[src/rtl/regfile_pkg.sv]
// Shared constants for the register-file write-port arbiter.
package regfile_pkg;
  localparam int NREQ = 3;
  localparam int AW   = 5;
  localparam int DW   = 32;
  localparam int PW   = 2;

  localparam int REQ_ALU  = 0;
  localparam int REQ_LOAD = 1;
  localparam int REQ_MDU  = 2;

  localparam logic [AW-1:0] REG_ZERO = '0;
endpackage

[src/rtl/regfile_wr_arbiter_rr_pick.sv]
// Circular first-valid search starting at the pointer; returns one-hot grant and encoded index.
module rr_pick #(
  parameter int NREQ = 3,
  parameter int PW   = 2
) (
  input  logic [NREQ-1:0] valid_i,
  input  logic [PW-1:0]   ptr_i,
  output logic [NREQ-1:0] grant_o,
  output logic [PW-1:0]   idx_o,
  output logic            any_o
);

  int j;

  always_comb begin
    grant_o = '0;
    idx_o   = '0;
    any_o   = 1'b0;
    j       = 0;
    for (int k = 0; k < NREQ; k++) begin
      j = int'(ptr_i) + k;
      if (j >= NREQ) j = j - NREQ;
      if (!any_o && valid_i[j]) begin
        any_o      = 1'b1;
        grant_o[j] = 1'b1;
        idx_o      = PW'(j);
      end
    end
  end

endmodule

[src/rtl/regfile_wr_arbiter.sv]
// Round-robin arbiter sharing the register-file write port between ALU, load and MDU writeback.
module regfile_wr_arbiter
  import regfile_pkg::*;
#(
  parameter int NREQ = regfile_pkg::NREQ,
  parameter int AW   = regfile_pkg::AW,
  parameter int DW   = regfile_pkg::DW
) (
  input  logic                 clk,
  input  logic                 reset,
  input  logic                 hold_i,
  input  logic [NREQ-1:0]      req_valid_i,
  input  logic [NREQ*AW-1:0]   req_addr_i,
  input  logic [NREQ*DW-1:0]   req_data_i,
  output logic [NREQ-1:0]      req_ready_o,
  output logic                 wr_en_o,
  output logic [AW-1:0]        wr_addr_o,
  output logic [DW-1:0]        wr_data_o,
  output logic [PW-1:0]        rr_ptr_o
);

  logic [PW-1:0]   ptr_q, ptr_d;
  logic            wr_en_q, wr_en_d;
  logic [AW-1:0]   wr_addr_q, wr_addr_d;
  logic [DW-1:0]   wr_data_q, wr_data_d;
  logic [NREQ-1:0] grant;
  logic [PW-1:0]   win_idx;
  logic            any_valid;
  logic            xfer;
  logic [AW-1:0]   win_addr;

  rr_pick #(.NREQ(NREQ), .PW(PW)) u_pick (
    .valid_i (req_valid_i),
    .ptr_i   (ptr_q),
    .grant_o (grant),
    .idx_o   (win_idx),
    .any_o   (any_valid)
  );

  // Reset and hold both mask the grant so no requester sees a transfer it will lose.
  assign req_ready_o = (reset || hold_i) ? '0 : grant;
  assign xfer        = any_valid && !hold_i && !reset;
  assign win_addr    = req_addr_i[win_idx*AW +: AW];

  always_comb begin
    ptr_d     = ptr_q;
    wr_en_d   = 1'b0;
    wr_addr_d = wr_addr_q;
    wr_data_d = wr_data_q;
    if (xfer) begin
      wr_addr_d = win_addr;
      wr_data_d = req_data_i[win_idx*DW +: DW];
      wr_en_d   = (win_addr != REG_ZERO);
      ptr_d     = (win_idx == PW'(NREQ-1)) ? '0 : win_idx + 1'b1;
    end
  end

  always_ff @(posedge clk or posedge reset) begin
    if (reset) begin
      ptr_q     <= '0;
      wr_en_q   <= 1'b0;
      wr_addr_q <= '0;
      wr_data_q <= '0;
    end else begin
      ptr_q     <= ptr_d;
      wr_en_q   <= wr_en_d;
      wr_addr_q <= wr_addr_d;
      wr_data_q <= wr_data_d;
    end
  end

  assign wr_en_o   = wr_en_q;
  assign wr_addr_o = wr_addr_q;
  assign wr_data_o = wr_data_q;
  assign rr_ptr_o  = ptr_q;

endmodule

[config.mk]
export PLATFORM = sky130hd
export DESIGN_NAME = regfile_wr_arbiter
export DESIGN_NICKNAME = d
export VERILOG_FILES = /design/src/rtl/regfile_pkg.sv /design/src/rtl/regfile_wr_arbiter_rr_pick.sv /design/src/rtl/regfile_wr_arbiter.sv
export SDC_FILE = /design/constraint.sdc
export NUM_CORES = 1
export LEC_CHECK = 0
export BUFFER_PORTS_ARGS = -buffer_cell sky130_fd_sc_hd__buf_2
export CAP_MARGIN = 40
export CORE_MARGIN = 3
export CORE_UTILIZATION = 47
export DETAILED_ROUTE_END_ITERATION = 7
export PLACE_DENSITY = 0.86
export SLEW_MARGIN = 25
export SYNTH_ARGS = -nofsm -noshare
export SYNTH_HDL_FRONTEND = slang
export SYNTH_HIERARCHICAL = 1
export SYNTH_SLANG_ARGS = --single-unit
[constraint.sdc]
create_clock -name clk -period 4.8 [get_ports clk]
set_input_delay 0 -clock clk [delete_from_list [all_inputs] [get_ports clk]]
set_output_delay 0 -clock clk [all_outputs]
set_load 0.05 [all_outputs]
Word level (Yosys, flattened, before mapping) --
Index checks and enable logic that the tools add are counted.
Word-level totals: register bits 40, input bits 117, word-level logic and storage cells 68
Operators by class: add/sub/neg operators 6, $mul 1, $lt $le $gt $ge 9, equal/unequal tests 1, shift operators 2, mux-type cells 30, bitwise operators 2, reductions and logical operators 13
Operators with widths (count):
- $ge 32x1->1 const B | 3
- $lt 32x4->1 const B | 3
- $mux 32 | 3
- $shiftx 96x8->32 | 1
- $ge 32x3->1 const B | 2
- $sub 32x3->32 const B | 2
- $shiftx 15x6->5 | 1
- $mux 1 | 13
- $mux 3 | 4
- $mux 2 | 4
- $logic_and 1x1->1 | 7
- $bmux 1 s2 | 3
- $demux 1 s2 | 3
- $or 3x3->3 | 2
- $mul 2x3->5 const B | 1
- $reduce_bool 5->1 | 1
- $logic_not 1->1 | 4
- $add 2x1->3 const B | 1
- $add 2x2->3 const B | 1
- $sub 2x2->3 const B | 1
- $add 2x1->2 const B | 1
- $eq 2x2->1 const B | 1
- $ge 2x2->1 const B | 1
- $logic_or 1x1->1 | 1

Depth between registers and ports, before layout --
Gate-level depths: netlist of run 1.
depth in word-level cells 16, depth in mapped cells 13, depth with buffers taken out 10

By module --
The synthesis of run 1 kept the hierarchy.
Modules (own cells, without submodules):
- regfile_wr_arbiter | times used 1, cells each 260, area an instance 2308.5 µm², sequential area each 1001.0 µm²
- rr_pick | times used 1, cells each 52, area an instance 381.6 µm², sequential area each 0.0 µm²

Least setup slack after synthesis of run 1 --
No wires, ideal clock.
kind register to register, from register ptr_q[0] (netlist: rr_ptr_o[0]), to register wr_en_q (netlist: wr_en_o), arrival time 2.628 ns, path slack 2.031 ns, stages on the path, launching flop included 13, path buffers 2, path through dfrtp_1 > inv_1 > ha_1 > buf_2 > inv_1 > o31ai_1 > a21oi_1 > nor2_1 > buf_6 > mux2i_1 > nor2_2 > a211oi_2 > a41oi_2
On the way: longest elaborated chain between the ends 16
RTL lines:
- start: declaration | line regfile_wr_arbiter.sv:22 | logic [PW-1:0] ptr_q, ptr_d;
- start signal: assignment | line regfile_wr_arbiter.sv:65 | ptr_q <= ptr_d;
- parallel branches: the longest is 11 deep, another holds $sub 32x3->32
- $mux 2 (*) | line regfile_wr_arbiter_rr_pick.sv:23 | if (!any_o && valid_i[j]) begin
- net win_idx[1] | line regfile_wr_arbiter.sv:27 | logic [PW-1:0] win_idx;
- $mul 2x3->5 (*) | line regfile_wr_arbiter.sv:43 | assign win_addr = req_addr_i[win_idx*AW +: AW];
- $shiftx 15x6->5 (*) | line regfile_wr_arbiter.sv:43
- $reduce_bool 5->1 (*) | line regfile_wr_arbiter.sv:53 | wr_en_d = (win_addr != REG_ZERO);
- $mux 1 (*) | line regfile_wr_arbiter.sv:50 | if (xfer) begin
- net wr_en_d | line regfile_wr_arbiter.sv:23 | logic wr_en_q, wr_en_d;
- end signal: assignment | line regfile_wr_arbiter.sv:66 | wr_en_q <= wr_en_d;
- end: declaration | line regfile_wr_arbiter.sv:23
Mark *: on every way through the listed nets, which the timed path passes. The select of a mux whose other input is x is not followed. A chain may end at the register's enable or synchronous reset.

Final worst setup path of run 1 --
from register ptr_q[1] (netlist: rr_ptr_o[1]), to register wr_en_q (netlist: wr_en_o)
Same word-level chain as after synthesis.

==> results of run 1 <==
-- worst max-delay path, cell delays in order, from the launching register on --
cell	delay, ps
dfrtp_1	420
inv_1	100
ha_1	380
mux2i_4	330
mux2i_4	120
mux2i_1	170
nor2_4	160
buf_4	560
mux2i_1	300
nor2_1	80
a21oi_1	230
a41oi_2	150
-- logic make-up after synthesis --
group,Yosys count,synth area share [%]
muxes,40,15.8
adders and majority gates,4,1.86
AOI/OAI and AO/OA,95,20.0
buffers and inverters,29,8.93
DFF,40,37.2
and+or+nand+nor,104,16.1
-- how the worst min path moves through the flow --
stage | start | endpoint | slack (ps)
after floorplan | req_data_i[42] | wr_data_o[10]$_DFFE_PP0P_ | 180
after global routing | req_data_i[35] | wr_data_o[3]$_DFFE_PP0P_ | 5
after global placement | reset | wr_data_o[26]$_DFFE_PP0P_ | 150
after detailed placement | reset | wr_data_o[26]$_DFFE_PP0P_ | 150
final | req_data_i[56] | wr_data_o[24]$_DFFE_PP0P_ | 0.9
after CTS | req_data_i[55] | wr_data_o[23]$_DFFE_PP0P_ | 0.8
-- routing by layer --
metal	up-vias	share of wire, %
met3	23	8.0
met2	144	50
met5	-	0
met4	0	3.4
met1	1291	38
li1	1427	-
-- synthesized netlist by cell type, drive strengths merged (2+ instances only) --
cell     instances  area share [%]
a211oi           2            0.74
a21oi           43             8.0
and2             4            0.93
buf             17             6.5
clkbuf           6             1.6
dfrtp           40              37
ha               4             1.9
inv              6            0.84
mux2i           40              16
nand2           47             6.6
nand2b           3            0.70
nand3            2            0.37
nor2            42             6.0
nor2b            2            0.56
o21ai           36             6.7
o2bb2ai          2            0.65
o31ai            2            0.56
-- flip-flops by register name, indices dropped and copies added (netlist names) --
signal     count
rr_ptr_o       2
wr_addr_o      5
wr_data_o     32
wr_en_o        1
-- power breakdown --
part / internal (mW) / leakage, nW / switching, mW / total, mW
clock network: 0.154 / 0.0552 / 0.109 / 0.263
registers: 0.488 / 0.504 / 0.0858 / 0.574
logic: 0.582 / 1.38 / 1.28 / 1.86
-- layout make-up --
class	count	area [um2]
sequential	40	1000
clock inverter	2	35.0
inverter	6	22.5
multi-input combinational	243	1480
tap	70	87.6
fill	407	1500
timing repair buffer	190	1110
clock buffer	6	72.6
-- layout by cell type, fill, tap and decap left out, drive strengths merged, types with 2 or more instances in the layout --
master / synthesis / routed
nand3: 2 / 2
nand2: 47 / 47
o21ai: 36 / 36
nor2b: 2 / 2
dfrtp: 40 / 40
o2bb2ai: 2 / 2
clkbuf: 6 / 6
clkinv: 0 / 2
inv: 6 / 5
o31ai: 2 / 2
ha: 4 / 4
and2: 4 / 4
dlygate4sd3: 0 / 26
nand2b: 3 / 3
a211oi: 2 / 2
nor2: 42 / 42
buf: 17 / 164
a21oi: 43 / 43
mux2i: 40 / 40
-- per-stage QoR --
| step | total power, mW | hold WS [ps] | setup slack, ps |
|---|---|---|---|
| after CTS | 2.67 | 0.782 | 1680 |
| after floorplan | 2.11 | 177 | 2030 |
| final | 2.70 | 0.853 | 1660 |
| after global routing | 2.89 | 5.16 | 1450 |
| after detailed placement | 2.39 | 152 | 1690 |
| after global placement | 2.35 | 147 | 1840 |
-- what timing repair did --
item	4_1_cts	5_1_grt
resized for setup	0	0
hold buffers	25	1
hold endpoints to repair	64	1
buffers inserted	0	0
==> results.md, run 1 <==
* R2R Setup Slk at 1660 ps
* Initial cell density of the core at 50.7%
* CP Capture Type: flip-flop
* Post-route DRC at 0
* Root Buffer: clkbuf_8
* Minimum clock period after layout at 3140 ps
* Non-Filler Instances at 557
* Met2 Track Usage GR at 44.1%
* Slew headroom at 49.1%
* Vias at 2885
* Post-Syn Area at 2690 um2
* Final Cycle Share at 65.4%
* Fraction of registers with async set/reset at 100%
* RR Endpoint: wr_en_o$_DFF_PP0_
* Drt pass-1 iters at 4
* Inst Count DP at 522
* CP Max Fanout at 38
* Max Fclk at 0.319 GHz
* Critical path destination: wr_en_o$_DFF_PP0_
* Final Hold Fails at 0
* Fin nets at 607
* Vias per inst at 5.18
* Area growth syn-to-layout at 41.5%
* Busiest grt layer: met2
* M1 GR Usage at 27.6%
* HPWL Detailed at 5.94 mm
* Die height at 81.7 um
* Yosys Warn Count at 6
* Worst Setup SP: rr_ptr_o[1]$_DFFE_PP0P_
* Clock transition at path regs at 70 ps
* Fin area at 3810 um2
* WS Path Type: reg -> reg
* Final Max Tran Viols at 0
* Post-synth EDFFs at 0
* Die width at 81.7 um
* Number of I/O port buffers at 159
* CTS tree: yes
* CP arrival at 3280 ps
* Post-DR wirelength/cell at 14.8 um
* Post-Syn Instances at 312
* Initial antenna violation count at 0
* Sequential share of the synthesized area at 37.2%
* Final setup vio count at 0
* Die area at 6670 um2
* Yosys cell types at 39
* Reg2reg start: rr_ptr_o[1]$_DFFE_PP0P_
* First-pass GRT wire length at 12.6 mm
* FF-to-FF path depth at 11
* Vias in the first global route at 2766
* Yosys reg bits at 40
* Worst slew pin tran at 761 ps
* Final TNS setup at 0 ps
* Overall routing resource usage at 24.6%
* RSZ-0062 raised after global routing: false
* Fraction of layout cells with a size suffix above 1 at 37.4%
* Syn Area/Cell at 8.62 um2
* Clk buf depth at 2
* GR Util met3 at 5.26%
* Ports at 160
* Max Cap Violations at 0
* Row cnt at 26
* Pin count of the biggest net entering global routing at 47
* Worst VDD drop at 0.000408 V
* Clock Latency Late Sink at 280 ps
* Layout Skew at 3.60 ps
* Clk sinks at 40
* Hold path depth at 3
* CTS H-tree lvls at 2
* Status: finished clean
* Post-DP Area at 3410 um2
* Required @ worst endpoint at 4950 ps
* Area of the core at 5300 um2
* Hold WC Path Type: in -> reg
* Initial drt markers at 144
* Pwr Density at 709 nW/um2
* Static Leak at 1.94 nW
* CP startpoint kind: flip-flop
* Antenna diodes at 0
* RePlAce Congestion at 0.906
* Clock buffer count from CTS at 5
* Final ANT Viol Nets at 0
* Post-Route WL at 8.26 mm
* Overflow after GRT at 0
* Mapped Nets at 433
* Most used DFF post-synth: dfrtp_1
* Fin util at 71.8%
Note: power is estimated with default switching activity, not from simulation.
==> run 2: changes to the inputs <==
--- a/config.mk
+++ b/config.mk
@@ -5,12 +5,13 @@
 export SDC_FILE = /design/constraint.sdc
 export NUM_CORES = 1
 export LEC_CHECK = 0
+export ABC_AREA = 1
 export BUFFER_PORTS_ARGS = -buffer_cell sky130_fd_sc_hd__buf_2
 export CAP_MARGIN = 40
 export CORE_MARGIN = 3
-export CORE_UTILIZATION = 47
+export CORE_UTILIZATION = 38
 export DETAILED_ROUTE_END_ITERATION = 7
-export PLACE_DENSITY = 0.86
+export PLACE_DENSITY = 0.77
 export SLEW_MARGIN = 25
 export SYNTH_ARGS = -nofsm -noshare
 export SYNTH_HDL_FRONTEND = slang
==> constraint.sdc (replaced) <==
create_clock -name clk -period 2.6 [get_ports clk]
set_input_delay 0 -clock clk [delete_from_list [all_inputs] [get_ports clk]]
set_output_delay 0 -clock clk [all_outputs]
set_load 0.05 [all_outputs]
==> run 2 against run 1 <==
Against the previous run:
- global-route usage decreased by 3.2 points
- design area decreased by 3.7%
- clock-buffer cell count decreased by 1
- utilization decreased by 11 points
- wire length decreased by 2.3%
- worst hold slack improved by 3.9 ps
- first-iteration DRC count decreased by 0.69%
- clock skew increased by 1.3 ps
- critical endpoint is now wr_data_o[3]$_DFFE_PP0P_
- largest power group unchanged
- highest routed layer unchanged
==> results.md, run 2 <==
* Fin nets at 620 (was 607)
* Fraction of layout cells with a size suffix above 1 at 40.6% (was 37.4%)
* CP arrival at 2600 ps (was 3280 ps)
* Status: finished clean (unchanged)
* Worst Setup SP: rr_ptr_o[0]$_DFFE_PP0P_ (was rr_ptr_o[1]$_DFFE_PP0P_)
* Vias at 2912 (was 2885)
* Worst VDD drop at 0.000973 V (was 0.000408 V)
* Drt pass-1 iters at 4 (unchanged)
* Final TNS setup at 0 ps (unchanged)
* Antenna diodes at 0 (unchanged)
* Power consumption at 6.31 mW (was 2.70 mW)
* HPWL Detailed at 5.90 mm (was 5.94 mm)
* RR Endpoint: wr_data_o[3]$_DFFE_PP0P_ (was wr_en_o$_DFF_PP0_)
* Number of I/O port buffers at 159 (unchanged)
* Final setup vio count at 0 (unchanged)
* Die height at 85.3 um (was 81.7 um)
* Commonest non-fill, non-tap cells in the layout: buf_2 (159), a21oi_1 (56), nand2_1 (55) (was buf_2 (159), nand2_1 (46), a21oi_1 (42))
* CP Capture Type: flip-flop (unchanged)
* GR Util met3 at 3.98% (was 5.26%)
* Syn Area/Cell at 7.55 um2 (was 8.62 um2)
* Clock buffer count from CTS at 5 (unchanged)
* Hold WC Path Type: in -> reg (unchanged)
* Critical path destination: wr_data_o[3]$_DFFE_PP0P_ (was wr_en_o$_DFF_PP0_)
* Final worst slack at 205 ps (was 1660 ps)
* Overflow after GRT at 0 (unchanged)
* Required @ worst endpoint at 2810 ps (was 4950 ps)
* Yosys cell types at 23 (was 39)
* Yosys Warn Count at 6 (unchanged)
* Die area at 7280 um2 (was 6670 um2)
* WS Path Type: reg -> reg (unchanged)
* CP Max Fanout at 22 (was 38)
* Mapped Nets at 438 (was 433)
* Post-synth EDFFs at 0 (unchanged)
* R2R Setup Slk at 210 ps (was 1660 ps)
* Synth top area share at 41.8% (was 37.2%)
* Clock Latency Late Sink at 290 ps (was 280 ps)
* Ports at 160 (unchanged)
* Met2 Track Usage GR at 39.5% (was 44.1%)
* Post-Syn Instances at 317 (was 312)
* Die width at 85.3 um (was 81.7 um)
* Clk buf depth at 2 (unchanged)
* Clk sinks at 40 (unchanged)
* Most common cell after layout, fill and taps aside: buf_2 (unchanged)
* Root Buffer: clkbuf_8 (unchanged)
* Post-DR wirelength/cell at 14.0 um (was 14.8 um)
* Max Cap Violations at 0 (unchanged)
* Sequential share of the synthesized area at 41.8% (was 37.2%)
* Synth top area cells: dfrtp_1 (42%), a21oi_1 (12%), nand2_1 (8.9%) (was dfrtp_1 (37%), mux2i_1 (14%), a21oi_1 (8.0%))
* Clock transition at path regs at 80 ps (was 70 ps)
* Post-route DRC at 0 (unchanged)
* Busiest grt layer: met2 (unchanged)
* Max Fclk at 0.418 GHz (was 0.319 GHz)
* Post-Route WL at 8.08 mm (was 8.26 mm)
* Fin Hold WS at 4.73 ps (was 0.853 ps)
* CTS tree: yes (unchanged)
* Reg2reg start: rr_ptr_o[0]$_DFFE_PP0P_ (was rr_ptr_o[1]$_DFFE_PP0P_)
* Inst Count DP at 545 (was 522)
* Initial drt markers at 143 (was 144)
* RePlAce Congestion at 0.814 (was 0.906)
* Row cnt at 28 (was 26)
* Most used DFF post-synth: dfrtp_1 (unchanged)
* Overall routing resource usage at 21.3% (was 24.6%)
* Fraction of registers with async set/reset at 100% (unchanged)
* CTS H-tree lvls at 2 (unchanged)
* Final Cycle Share at 92.1% (was 65.4%)
* Synth area leader: dfrtp_1 (unchanged)
* Final Max Tran Viols at 0 (unchanged)
* Static Leak at 1.92 nW (was 1.94 nW)
* Minimum clock period after layout at 2390 ps (was 3140 ps)
* Yosys reg bits at 40 (unchanged)
* Post-Syn Area at 2390 um2 (was 2690 um2)
* Non-Filler Instances at 575 (was 557)
* Final Hold Fails at 0 (unchanged)
* Final ANT Viol Nets at 0 (unchanged)
* Initial antenna violation count at 0 (unchanged)
* Slew headroom at 66.9% (was 49.1%)
* Pin count of the biggest net entering global routing at 41 (was 47)
* Area of the core at 6030 um2 (was 5300 um2)
* Pre-CTS WS at 67.1 ps (was 1690 ps)
* Initial cell density of the core at 39.7% (was 50.7%)
* Vias per inst at 5.06 (was 5.18)
* First-pass GRT wire length at 12.6 mm (about the same)
* Vias in the first global route at 2769 (was 2766)
* Pwr Density at 1720 nW/um2 (was 709 nW/um2)
* M1 GR Usage at 25.4% (was 27.6%)
* Most numerous cell in the Yosys netlist: nand2_1 (unchanged)
* Worst slew pin tran at 497 ps (was 761 ps)
* Commonest cells in the netlist: nand2_1 (57), a21oi_1 (56), nor2_1 (50), dfrtp_1 (40), a22oi_1 (28) (was nand2_1 (47), a21oi_1 (43), nor2_1 (41), dfrtp_1 (40), mux2i_1 (38))
* Max reg flops at 32 (unchanged)
* Layout Skew at 4.86 ps (was 3.60 ps)
* FF-to-FF path depth at 15 (was 11)
* CP startpoint kind: flip-flop (unchanged)
* Area growth syn-to-layout at 53.2% (was 41.5%)
==> run 2: cell count changes after synthesis, moves of 4 or more <==
| cell | before | now |
|---|---|---|
| nor2_1 | 41 | 50 |
| o21ai_0 | 0 | 7 |
| inv_2 | 0 | 8 |
| buf_12 | 4 | 0 |
| nand3_1 | 2 | 18 |
| a21oi_1 | 43 | 56 |
| inv_1 | 6 | 18 |
| buf_6 | 4 | 0 |
| o21ai_1 | 36 | 0 |
| a22oi_1 | 0 | 28 |
| mux2i_1 | 38 | 0 |
| and2_1 | 4 | 0 |
| nand2_1 | 47 | 57 |
==> run 2: timing repair <==
action	in CTS	in global routing
endpoints found under the setup margin	0	38
buffers inserted	0	2
resized for setup	0	5
hold buffers	19	1
hold endpoints to repair	57	1
==> run 2: layout make-up <==
class / instances / area (um2)
tap: 75 / 93.8
clock inverter: 3 / 46.3
fill: 561 / 2360
timing repair buffer: 192 / 1130
sequential: 40 / 1000
inverter: 28 / 105
clock buffer: 5 / 68.8
multi-input combinational: 232 / 1220
==> run 2: routing by layer <==
layer | vias up | wire, um
met4 | 0 | 108
met5 | - | 0
met2 | 121 | 4200
met3 | 11 | 539
li1 | 1431 | -
met1 | 1349 | 3230
==> run 2: worst min path at each step <==
| stage | from | slack [ps] | end | depth (start not counted) |
|---|---|---|---|---|
| final | req_data_i[74] | 5 | wr_data_o[10]$_DFFE_PP0P_ | 3 |
| after global routing | req_data_i[74] | 2 | wr_data_o[10]$_DFFE_PP0P_ | 3 |
| after CTS | req_data_i[64] | 1 | wr_data_o[0]$_DFFE_PP0P_ | 3 |
| after detailed placement | reset | 180 | wr_data_o[3]$_DFFE_PP0P_ | 3 |
| after global placement | reset | 180 | wr_data_o[29]$_DFFE_PP0P_ | 3 |
| after floorplan | req_data_i[87] | 180 | wr_data_o[23]$_DFFE_PP0P_ | 2 |
==> run 2: per-stage QoR <==
step / instance area [um2] / util (%)
floorplan: 2390 / -
CTS: 3620 / 60.1
global placement: 3320 / 55.0
finish: 3660 / 60.8
global route: 3660 / 60.8
detailed placement: 3320 / 55.0
==> run 2: power by group <==
part	switching [mW]	internal, mW	total [mW]	leakage (nW)
clock network	0.231	0.289	0.521	0.0548
registers	0.170	0.938	1.11	0.459
logic	3.20	1.48	4.68	1.40
==> run 2: cell families (layout without fill, tap and decap cells) <==
kind of cell    after synthesis  in the layout  synth area share, %
fa+ha+maj                     4              4                 2.09
flops                        40             40                 41.8
buf+inv                      45            228                 8.16
compound gates               97             97                 25.0
simple gates                131            131                 22.9
==> run 2: critical path: stages (launching register included) <==
cell	delay, ps
dfrtp_1	420
inv_1	80
ha_2	390
inv_2	90
nand2_1	60
nand3_1	70
nand2_2	90
nand3_1	70
nand2_1	70
clkinv_1	100
nand2_4	130
inv_2	80
nor2_4	220
buf_12	190
nand2_1	80
a41oi_2	160
==> run 3: changes to the inputs <==
--- a/config.mk
+++ b/config.mk
@@ -11,6 +11,7 @@
 export CORE_MARGIN = 3
 export CORE_UTILIZATION = 38
 export DETAILED_ROUTE_END_ITERATION = 7
+export GPL_TIMING_DRIVEN = 0
 export PLACE_DENSITY = 0.77
 export SLEW_MARGIN = 25
 export SYNTH_ARGS = -nofsm -noshare
==> run 3 against run 2 <==
Against the previous run:
- the run now ends with hold timing left
- critical path depth fell by 2
- register-to-register slack barely moved
- clock-buffer cell count rose by 1
- clock skew barely moved
- highest routed layer unchanged
- first-iteration DRC count fell by 45%
- via count rose by 0.52%
- fmax barely moved
- combinational power barely moved
- sequential cell count did not move
- clock power fell by 17%
- global-route usage rose by 0.56 points
- setup slack improved by 1.6 ps
==> results.md, run 3 (synthesized netlist as in run 2, its figures left out) <==
* Status: finished, violations left (was finished clean)
* Failing checks: hold timing
* Final worst slack at 207 ps (was 205 ps)
* Initial drt markers at 79 (was 143)
* RePlAce Congestion at 0.820 (was 0.814)
* Static Leak at 1.93 nW (was 1.92 nW)
* RSZ-0062 raised after global routing: false
* Fin Hold WS at -1.31 ps (was 4.73 ps)
* Post-route DRC at 0 (unchanged)
* Minimum clock period after layout at 2390 ps (about the same)
* Hold WC Path Type: in -> reg (unchanged)
* Worst-path cell chain: inv_1, ha_2, inv_1, nand2_1, nand3_1, o31ai_4, nand3_2, nand2_4, inv_2, nor2_4, buf_6, a22oi_1, a21oi_1 (was inv_1, ha_2, inv_2, nand2_1, nand3_1, nand2_2, nand3_1, nand2_1, clkinv_1, nand2_4, inv_2, nor2_4, buf_12, nand2_1, a41oi_2)
* Max Cap Violations at 0 (unchanged)
* Pre-CTS WS at -159 ps (was 67.1 ps)
* Power consumption at 6.24 mW (was 6.31 mW)
* Most common cell after layout, fill and taps aside: buf_2 (unchanged)
* CP Capture Type: flip-flop (unchanged)
* HPWL Detailed at 6.20 mm (was 5.90 mm)
* Clock transition at path regs at 80 ps (about the same)
* Reg2reg start: rr_ptr_o[0]$_DFFE_PP0P_ (unchanged)
* Overflow after GRT at 0 (unchanged)
* CP Max Fanout at 10 (was 22)
* Area of the core at 6030 um2 (unchanged)
* Clk buf depth at 2 (unchanged)
* Final ANT Viol Nets at 0 (unchanged)
* Clock buffer count from CTS at 5 (unchanged)
* Post-Route WL at 8.26 mm (was 8.08 mm)
* WS Path Type: reg -> reg (unchanged)
* Initial cell density of the core at 39.7% (unchanged)
* Post-DR wirelength/cell at 14.2 um (was 14.0 um)
* Row cnt at 28 (unchanged)
* Vias at 2927 (was 2912)
* Overall routing resource usage at 21.9% (was 21.3%)
* Drt pass-1 iters at 4 (unchanged)
* Commonest non-fill, non-tap cells in the layout: buf_2 (161), a21oi_1 (56), nand2_1 (54) (was buf_2 (159), a21oi_1 (56), nand2_1 (55))
* Area growth syn-to-layout at 54.9% (was 53.2%)
* Final Cycle Share at 92.0% (was 92.1%)
* Final Hold Fails at 1 (was 0)
* Vias per inst at 5.03 (was 5.06)
* Fraction of layout cells with a size suffix above 1 at 42.2% (was 40.6%)
* CP arrival at 2600 ps (about the same)
* Min-Delay Startpoint: req_data_i[90] (was req_data_i[74])
* Filler Cell Count at 557 (was 561)
* Final TNS setup at 0 ps (unchanged)
* Slew headroom at 63.6% (was 66.9%)
* First-pass GRT wire length at 12.8 mm (was 12.6 mm)
* Max reg flops at 32 (unchanged)
* Max Fclk at 0.418 GHz (about the same)
* Root Buffer: clkbuf_8 (unchanged)
* Layout Skew at 5.01 ps (was 4.86 ps)
* Number of I/O port buffers at 159 (unchanged)
* Max stage delay on crit path at 450 ps (was 420 ps)
* Die area at 7280 um2 (unchanged)
* Ports at 160 (unchanged)
* Worst Setup SP: rr_ptr_o[0]$_DFFE_PP0P_ (unchanged)
* CTS H-tree lvls at 2 (unchanged)
* Die width at 85.3 um (unchanged)
* CTS tree: yes (unchanged)
* Area of the multi-input gates at 1240 um2 (was 1220 um2)
* Vias in the first global route at 2789 (was 2769)
* R2R Setup Slk at 210 ps (about the same)
* Required @ worst endpoint at 2810 ps (about the same)
* Worst VDD drop at 0.000922 V (was 0.000973 V)
* Initial antenna violation count at 0 (unchanged)
* Clock Latency Late Sink at 280 ps (was 290 ps)
* Worst slew pin tran at 546 ps (was 497 ps)
* Antenna diodes at 0 (unchanged)
* Clk sinks at 40 (unchanged)
* CP startpoint kind: flip-flop (unchanged)
* Pwr Density at 1680 nW/um2 (was 1720 nW/um2)
* Pin count of the biggest net entering global routing at 24 (was 41)
* Register Area at 1000 um2 (about the same)
* Most frequent cell on the critical path: inv_1 (was nand2_1)
* Final Max Tran Viols at 0 (unchanged)
* Fin nets at 627 (was 620)
* Die height at 85.3 um (unchanged)
* CP max-delay cell: dfrtp_2 (was dfrtp_1)
* Final setup vio count at 0 (unchanged)
## run 3: changes by cell type in the layout (fill, tap and decap cells not counted), sizes merged
cell,change
clkinvlp,-1
dlygate4sd3,+1
inv,+1
clkbuf,+12
bufinv,-1
buf,-5
## run 3: worst max-delay path, delay by kind of cell, from the launching register on
| family | cells | cell delay [ps] |
|---|---|---|
| adders and majority gates | 1 | 300 |
| AOI/OAI and AO/OA | 3 | 370 |
| buffers and inverters | 4 | 460 |
| DFF | 1 | 450 |
| and+or+nand+nor | 5 | 730 |
## run 3: metrics by stage
stage,cells,utilization (%),area (um2),hold slack [ps]
after CTS,581,60.2,3630,0.595
final,582,61.5,3710,-1.31
after detailed placement,552,54.9,3310,75.7
after global placement,551,54.5,3280,274
after global routing,582,61.5,3710,3.37
after floorplan,317,-,2390,178
## run 3: repair_timing
item,CTS,global route
resized for setup,5,24
buffers inserted,0,1
hold buffers,21,0
endpoints found under the hold margin,40,0
endpoints found under the setup margin,32,40
pin swaps,0,2
## run 3: path summary, 6_finish.rpt
path                                        endpoint  cells after the start
setup / recovery            wr_data_o[1]$_DFFE_PP0P_                     13
hold / removal             wr_data_o[26]$_DFFE_PP0P_                      3
setup reg to reg            wr_data_o[1]$_DFFE_PP0P_                     13
hold reg to reg             wr_addr_o[4]$_DFFE_PP0P_                      2
max in group asynchronous    rr_ptr_o[1]$_DFFE_PP0P_                      4
min in group asynchronous  wr_data_o[29]$_DFFE_PP0P_                      3
## run 3: where the power goes
part           internal [mW]  switching (mW)  leakage (nW)
Combinational           1.44            3.25          1.43
Sequential             0.941           0.168         0.456
Clock                  0.217           0.218        0.0516
## run 3: cell type report
| class | instances | area share, % |
|---|---|---|
| Multi-Input combinational cell | 232 | 33.6 |
| Timing Repair Buffer | 182 | 28.1 |
| Sequential cell | 40 | 27.1 |
| Buffer | 17 | 3.31 |
| Inverter | 28 | 2.84 |
| Tap cell | 75 | 2.53 |
| Clock buffer | 6 | 2.23 |
| Clock inverter | 2 | 0.371 |
## run 3: per-layer routing
metal,share of wire (%),routed length [um],global-route usage (%),up-vias
li1,-,-,-,1445
met1,40,3340,26.9,1334
met2,49,4040,37.7,130
met3,8.6,711,5.15,18
met4,2.2,178,7.19,0
met5,0,0,0,-
